===== config.mk =====
export PLATFORM = sky130hd
export DESIGN_NAME = branch_predictor
export DESIGN_NICKNAME = d
export VERILOG_FILES = /design/src/rtl/branch_predictor.sv
export SDC_FILE = /design/constraint.sdc
export NUM_CORES = 2
export LEC_CHECK = 0
export ABC_AREA = 0
export CORE_UTILIZATION = 60
export CTS_CLUSTER_SIZE = 25
export DETAILED_ROUTE_END_ITERATION = 10
export GPL_TIMING_DRIVEN = 0
export PLACE_DENSITY = 0.78
export SLEW_MARGIN = 20
export SYNTH_ARGS = -nofsm -noshare
export SYNTH_HDL_FRONTEND = slang
export SYNTH_SLANG_ARGS = --single-unit

===== constraint.sdc =====
create_clock -name clk_i -period 8.2 [get_ports clk_i]
set_input_delay 1.64 -clock clk_i [delete_from_list [all_inputs] [get_ports clk_i]]
set_output_delay 1.64 -clock clk_i [all_outputs]
set_load 0.005 [all_outputs]

===== src/rtl/branch_predictor.sv =====
// Direct-mapped BTB with 2-bit saturating counters, zero-latency IF lookup and EX-stage resolution.
// Lookup is combinational from registered state; updates land on the next rising edge and have no backpressure.
module branch_predictor #(
  parameter int ENTRIES = 16,
  parameter int IDX_W   = 4
) (
  input  logic        clk_i,
  input  logic        rst_ni,
  input  logic [31:0] pc_if_i,
  output logic        pred_taken_o,
  output logic [31:0] pred_pc_o,
  input  logic        ex_valid_i,
  input  logic        ex_is_cti_i,
  input  logic [31:0] ex_pc_i,
  input  logic        ex_taken_i,
  input  logic [31:0] ex_target_i,
  input  logic        ex_pred_taken_i,
  input  logic [31:0] ex_pred_pc_i,
  output logic        mispredict_o,
  output logic [31:0] redirect_pc_o,
  output logic [31:0] cti_cnt_o,
  output logic [31:0] miss_cnt_o
);

  localparam int TAG_W = 32 - IDX_W - 2;

  logic [ENTRIES-1:0] valid_q;
  logic [1:0]         ctr_q    [ENTRIES];
  logic [TAG_W-1:0]   tag_q    [ENTRIES];
  logic [31:0]        target_q [ENTRIES];
  logic [31:0]        cti_cnt_q, miss_cnt_q;

  // Fetch-side lookup
  logic [IDX_W-1:0] if_idx;
  logic [TAG_W-1:0] if_tag;
  logic             if_hit;
  logic [31:0]      if_seq_pc;

  assign if_idx       = pc_if_i[IDX_W+1:2];
  assign if_tag       = pc_if_i[31:IDX_W+2];
  assign if_hit       = valid_q[if_idx] && (tag_q[if_idx] == if_tag);
  assign if_seq_pc    = pc_if_i + 32'd4;
  assign pred_taken_o = if_hit & ctr_q[if_idx][1];
  assign pred_pc_o    = pred_taken_o ? target_q[if_idx] : if_seq_pc;

  // Execute-side resolution
  logic [IDX_W-1:0] ex_idx;
  logic [TAG_W-1:0] ex_tag;
  logic             ex_hit;
  logic             upd;
  logic             act_taken;
  logic             stale_hit;

  assign ex_idx    = ex_pc_i[IDX_W+1:2];
  assign ex_tag    = ex_pc_i[31:IDX_W+2];
  assign ex_hit    = valid_q[ex_idx] && (tag_q[ex_idx] == ex_tag);
  assign upd       = ex_valid_i & ex_is_cti_i;
  assign act_taken = ex_is_cti_i & ex_taken_i;
  assign stale_hit = ex_valid_i & ~ex_is_cti_i & ex_pred_taken_i;

  // A non-CTI is never "taken", so one comparison covers both the CTI and stale-entry cases
  assign mispredict_o  = rst_ni & ex_valid_i &
                         ((act_taken != ex_pred_taken_i) |
                          (act_taken & (ex_target_i != ex_pred_pc_i)));
  assign redirect_pc_o = !rst_ni  ? 32'd0 :
                         act_taken ? ex_target_i : ex_pc_i + 32'd4;
  assign cti_cnt_o     = cti_cnt_q;
  assign miss_cnt_o    = miss_cnt_q;

  // Next-state for the single entry touched this cycle
  logic             we;
  logic             valid_d;
  logic [1:0]       ctr_d;
  logic [TAG_W-1:0] tag_d;
  logic [31:0]      target_d;

  always_comb begin
    we       = 1'b0;
    valid_d  = valid_q[ex_idx];
    ctr_d    = ctr_q[ex_idx];
    tag_d    = tag_q[ex_idx];
    target_d = target_q[ex_idx];
    if (upd) begin
      if (ex_hit) begin
        we = 1'b1;
        if (ex_taken_i) begin
          ctr_d    = (ctr_q[ex_idx] == 2'b11) ? 2'b11 : ctr_q[ex_idx] + 2'd1;
          target_d = ex_target_i;
        end else begin
          ctr_d    = (ctr_q[ex_idx] == 2'b00) ? 2'b00 : ctr_q[ex_idx] - 2'd1;
        end
      end else if (ex_taken_i) begin
        we       = 1'b1;
        valid_d  = 1'b1;
        tag_d    = ex_tag;
        target_d = ex_target_i;
        ctr_d    = 2'b10;
      end
    end else if (stale_hit) begin
      we      = 1'b1;
      valid_d = 1'b0;
    end
  end

  always_ff @(posedge clk_i or negedge rst_ni) begin
    if (!rst_ni) begin
      valid_q    <= '0;
      cti_cnt_q  <= '0;
      miss_cnt_q <= '0;
      for (int i = 0; i < ENTRIES; i++) ctr_q[i] <= 2'b00;
    end else begin
      if (we) begin
        valid_q[ex_idx] <= valid_d;
        ctr_q[ex_idx]   <= ctr_d;
      end
      if (upd && cti_cnt_q != 32'hFFFF_FFFF)
        cti_cnt_q <= cti_cnt_q + 32'd1;
      if (mispredict_o && miss_cnt_q != 32'hFFFF_FFFF)
        miss_cnt_q <= miss_cnt_q + 32'd1;
    end
  end

  // Tag/target are qualified by the valid bit, so they need no reset
  always_ff @(posedge clk_i) begin
    if (we && rst_ni) begin
      tag_q[ex_idx]    <= tag_d;
      target_q[ex_idx] <= target_d;
    end
  end

endmodule

==> summary.txt <==
Timing
  • Clk_skew: 0.0432 ns
  • Slew headroom: 17.1%
  • Fin Setup TNS: -0.969 ns
  • Max-slew violations: 0
  • Unrepaired setup endpoints after global routing: false
  • Worst-Margin Slew: 1.24 ns
  • Max Fclk: 120 MHz
  • Hold WS: 0.490 ns
  • Final Hold Viols: 0
  • Tcrit/Tclk final: 101%
  • Final setup margin: -0.104 ns
  • Tmin final: 8.30 ns
  • Final setup fails: 25

GRT
  • Gr usage total: 42.3%
  • Vias in the first global route: 30975
  • Antenna violations before repair: 11
  • First-pass GRT wire length: 234000 um
  • GRT overflow: 0
  • Largest net degree at the start of global routing: 83

Pwr
  • PD cells: 214 nW/um2
  • Gate power share: 11.1%
  • Sw Share: 24.4%
  • Max IR drop VDD: 215 uV
  • Flop pwr share: 49.5%
  • Leak: 19.2 nW
  • Net switching power: 2.95 mW
  • Clk pwr share: 39.4%
  • Internal power: 9.14 mW

Drt
  • Avg WL per Cell: 39.0 um
  • Vias per cell: 7.28
  • Via Count: 31538
  • Routed WL: 169000 um
  • Router iterations before antenna repair: 7
  • DRC errors left: 0
  • DRT antenna net count: 0
  • Violation count after the first detailed-route iteration: 5283

Critical path
  • CP Data Required Time: 8.61 ns
  • Startpoint Class: input pin
  • FF-to-FF End: tag_q[3][11]
  • Crit path max fanout: 10
  • Reg2Reg Depth: 13
  • CP arrival: 8.71 ns
  • Flop-to-flop setup slack: 2.96 ns
  • Critical path class: input pin to flop
  • Reg2reg start: tag_q[14][1]
  • Critical path endpoint category: flop

Outcome
  • Failing checks: negative setup slack
  • Status: complete, but fails checks

Floorplanning
  • Die Y: 284 um
  • Cell Rows: 103
  • Core area: 78900 um2
  • Die ar.: 80600 um2
  • DIE WIDTH: 284 um
  • Initial core utilization: 60.5%
  • Top-Level Pins: 264

Hold path
  • Worst Hold Path EP: miss_cnt_o[9]
  • Hold-critical path depth: 1
  • Min-delay src: miss_cnt_o[9]
  • Hold/Removal Path Class: flop to flop

Finish
  • Nets@finish: 3334
  • Layout area overhead: 18.7%
  • Post-layout util: 71.8%
  • Layout cells sized above 1: 27.0%

Clock network
  • Clk_lat worst skew: 0.70 ns
  • CTS Buf Count: 102
  • Root buffer cell: clkbuf_16
  • Clk sinks: 1040
  • CTS HTree Levels: 3
  • Cts hold-fix bufs: 0
  • Largest buffer count on any clock path: 3
  • CTS tree: yes
  • Worst-path clk slew: 0.06 ns

Placed design
  • RePlAce Congestion: 0.996
  • Port Buffers: 253
  • HPWL after detailed placement: 120000 um

Synthesis
  • Post-Syn Area per Cell: 17.6 um2
  • Synth Register Bits: 1040
  • Syn Inst Count: 2716
  • Mapped Area: 47700 um2
  • Commonest cells in the netlist: edfxtp_1, mux4_2, nand2_1
  • Sequential share of the synthesized area: 64.3%
  • Post-synth top area share: 58.4%
  • Post-synth EDFFs: 928
  • Most used DFF post-synth: edfxtp_1
  • Syn nets: 2857
  • Unique masters post-synth: 66
  • Dominant cell type by area after synthesis: edfxtp_1
  • Most common cell in the netlist: edfxtp_1
  • Yosys warns: 0
  • Synth top area cells: edfxtp_1, mux4_2, dfrtp_1
  • Ys async rst share: 10.8%

Run
  • Max-Cap Viols: 0
-- critical path, cell delays in order --
cell             delay [ns]
clkdlybuf4s50_1        0.60
clkbuf_4               0.40
buf_2                  0.43
buf_4                  0.42
buf_4                  0.40
buf_4                  0.35
mux2i_1                0.50
o22ai_1                0.15
mux2i_1                0.37
a41oi_1                0.21
nor3_2                 0.48
and4b_1                0.46
a311oi_1               0.19
or2_2                  0.39
clkbuf_1               0.44
nor4_2                 0.30
buf_2                  0.30
buf_2                  0.26
buf_4                  0.20
buf_4                  0.18
-- state kept, by name (all words and copies together), names as in the netlist --
register,flops
valid_q,16
target_q,512
miss_cnt_o,32
ctr_q,32
tag_q,416
cti_cnt_o,32
-- metrics by stage --
| step | std cells | area, um2 | total power [mW] | setup WS [ns] |
|---|---|---|---|---|
| after floorplan | 2716 | 47700 | 6.75 | 0.687 |
| after CTS | 4329 | 56500 | 12.0 | 0.00927 |
| after detailed placement | 4139 | 52900 | 7.38 | -2.41 |
| final | 4334 | 56600 | 12.1 | -0.104 |
| after global routing | 4330 | 56600 | 12.3 | 0.000913 |
| after global placement | 4019 | 51600 | 7.33 | -7.32 |
-- area by class of cell --
cell class	count	area (um2)
Sequential cell	1040	30700
Fill cell	4848	22300
Antenna cell	6	15.0
Clock buffer	124	2670
Multi-Input combinational cell	1485	16600
Timing Repair Buffer	375	3620
Buffer	161	940
Clock inverter	65	706
Tap cell	1050	1310
Inverter	28	105
-- how the worst max path moves through the flow --
stage	startpoint	end	slack, ns	cells past startpoint
floorplan	ex_pc_i[3]	tag_q[3][0]	0.69	13
global placement	ex_pc_i[3]	tag_q[3][6]	-7.32	16
detailed placement	pc_if_i[3]	pred_pc_o[31]	-2.41	14
CTS	pc_if_i[4]	pred_pc_o[29]	0.009	13
global route	pc_if_i[2]	pred_pc_o[29]	0.0009	15
finish	ex_pc_i[3]	tag_q[3][11]	-0.10	20
-- power groups by stage --
stage,clock network [mW],logic (mW),registers [mW]
floorplan,0,0.671,6.08
detailed placement,0,1.28,6.10
CTS,4.75,1.31,5.99
global route,4.94,1.38,6.00
global placement,0,1.24,6.09
finish,4.76,1.35,5.99
-- per-layer routing --
metal	vias to the layer above	GRT usage, %	part of all wire [%]
met5	-	0	0.029
met4	8	21.9	6.0
met1	16065	55.2	34
li1	12054	-	-
met3	569	12.8	14
met2	2842	64.7	46
-- layout by cell type (no fill, tap or decap), types with 23 or more instances in the layout --
cell             instances
a21oi_1                 37
clkbuf_16              102
xor2_1                  83
inv_1                   24
nand4_1                 31
o211a_1                 30
nand2_1                175
clkbuf_1                83
nor2_1                  91
nand3_1                 65
clkdlybuf4s50_1        250
clkinv_1                23
nor3_1                  31
edfxtp_1               928
dfrtp_1                112
buf_2                   63
mux4_2                 383
mux2i_1                 81
buf_4                   73
xnor2_1                108
mux2_2                  74
-- logic make-up (layout without fill, tap and decap cells) --
| family | Yosys count | in the layout | share of synthesized area, % |
|---|---|---|---|
| AO/OA/AOI/OAI | 215 | 215 | 3.38 |
| XOR/XNOR | 194 | 194 | 3.56 |
| adder cells (fa/ha/maj) | 7 | 7 | 0.184 |
| buffers and inverters | 191 | 753 | 1.74 |
| flip-flops | 1040 | 1040 | 64.3 |
| multiplexers | 538 | 538 | 21.5 |
| other | 0 | 6 | 0 |
| AND/OR/NAND/NOR | 531 | 531 | 5.33 |
-- what timing repair did --
item / CTS / global route
pin swaps: 0 / 1
hold endpoints to repair: 0 / 0
setup buffers: 1 / 1
resized for setup: 98 / 23
cloned: 0 / 0
setup endpoints to repair: 799 / 114
Note: power is estimated with default switching activity, not from simulation.
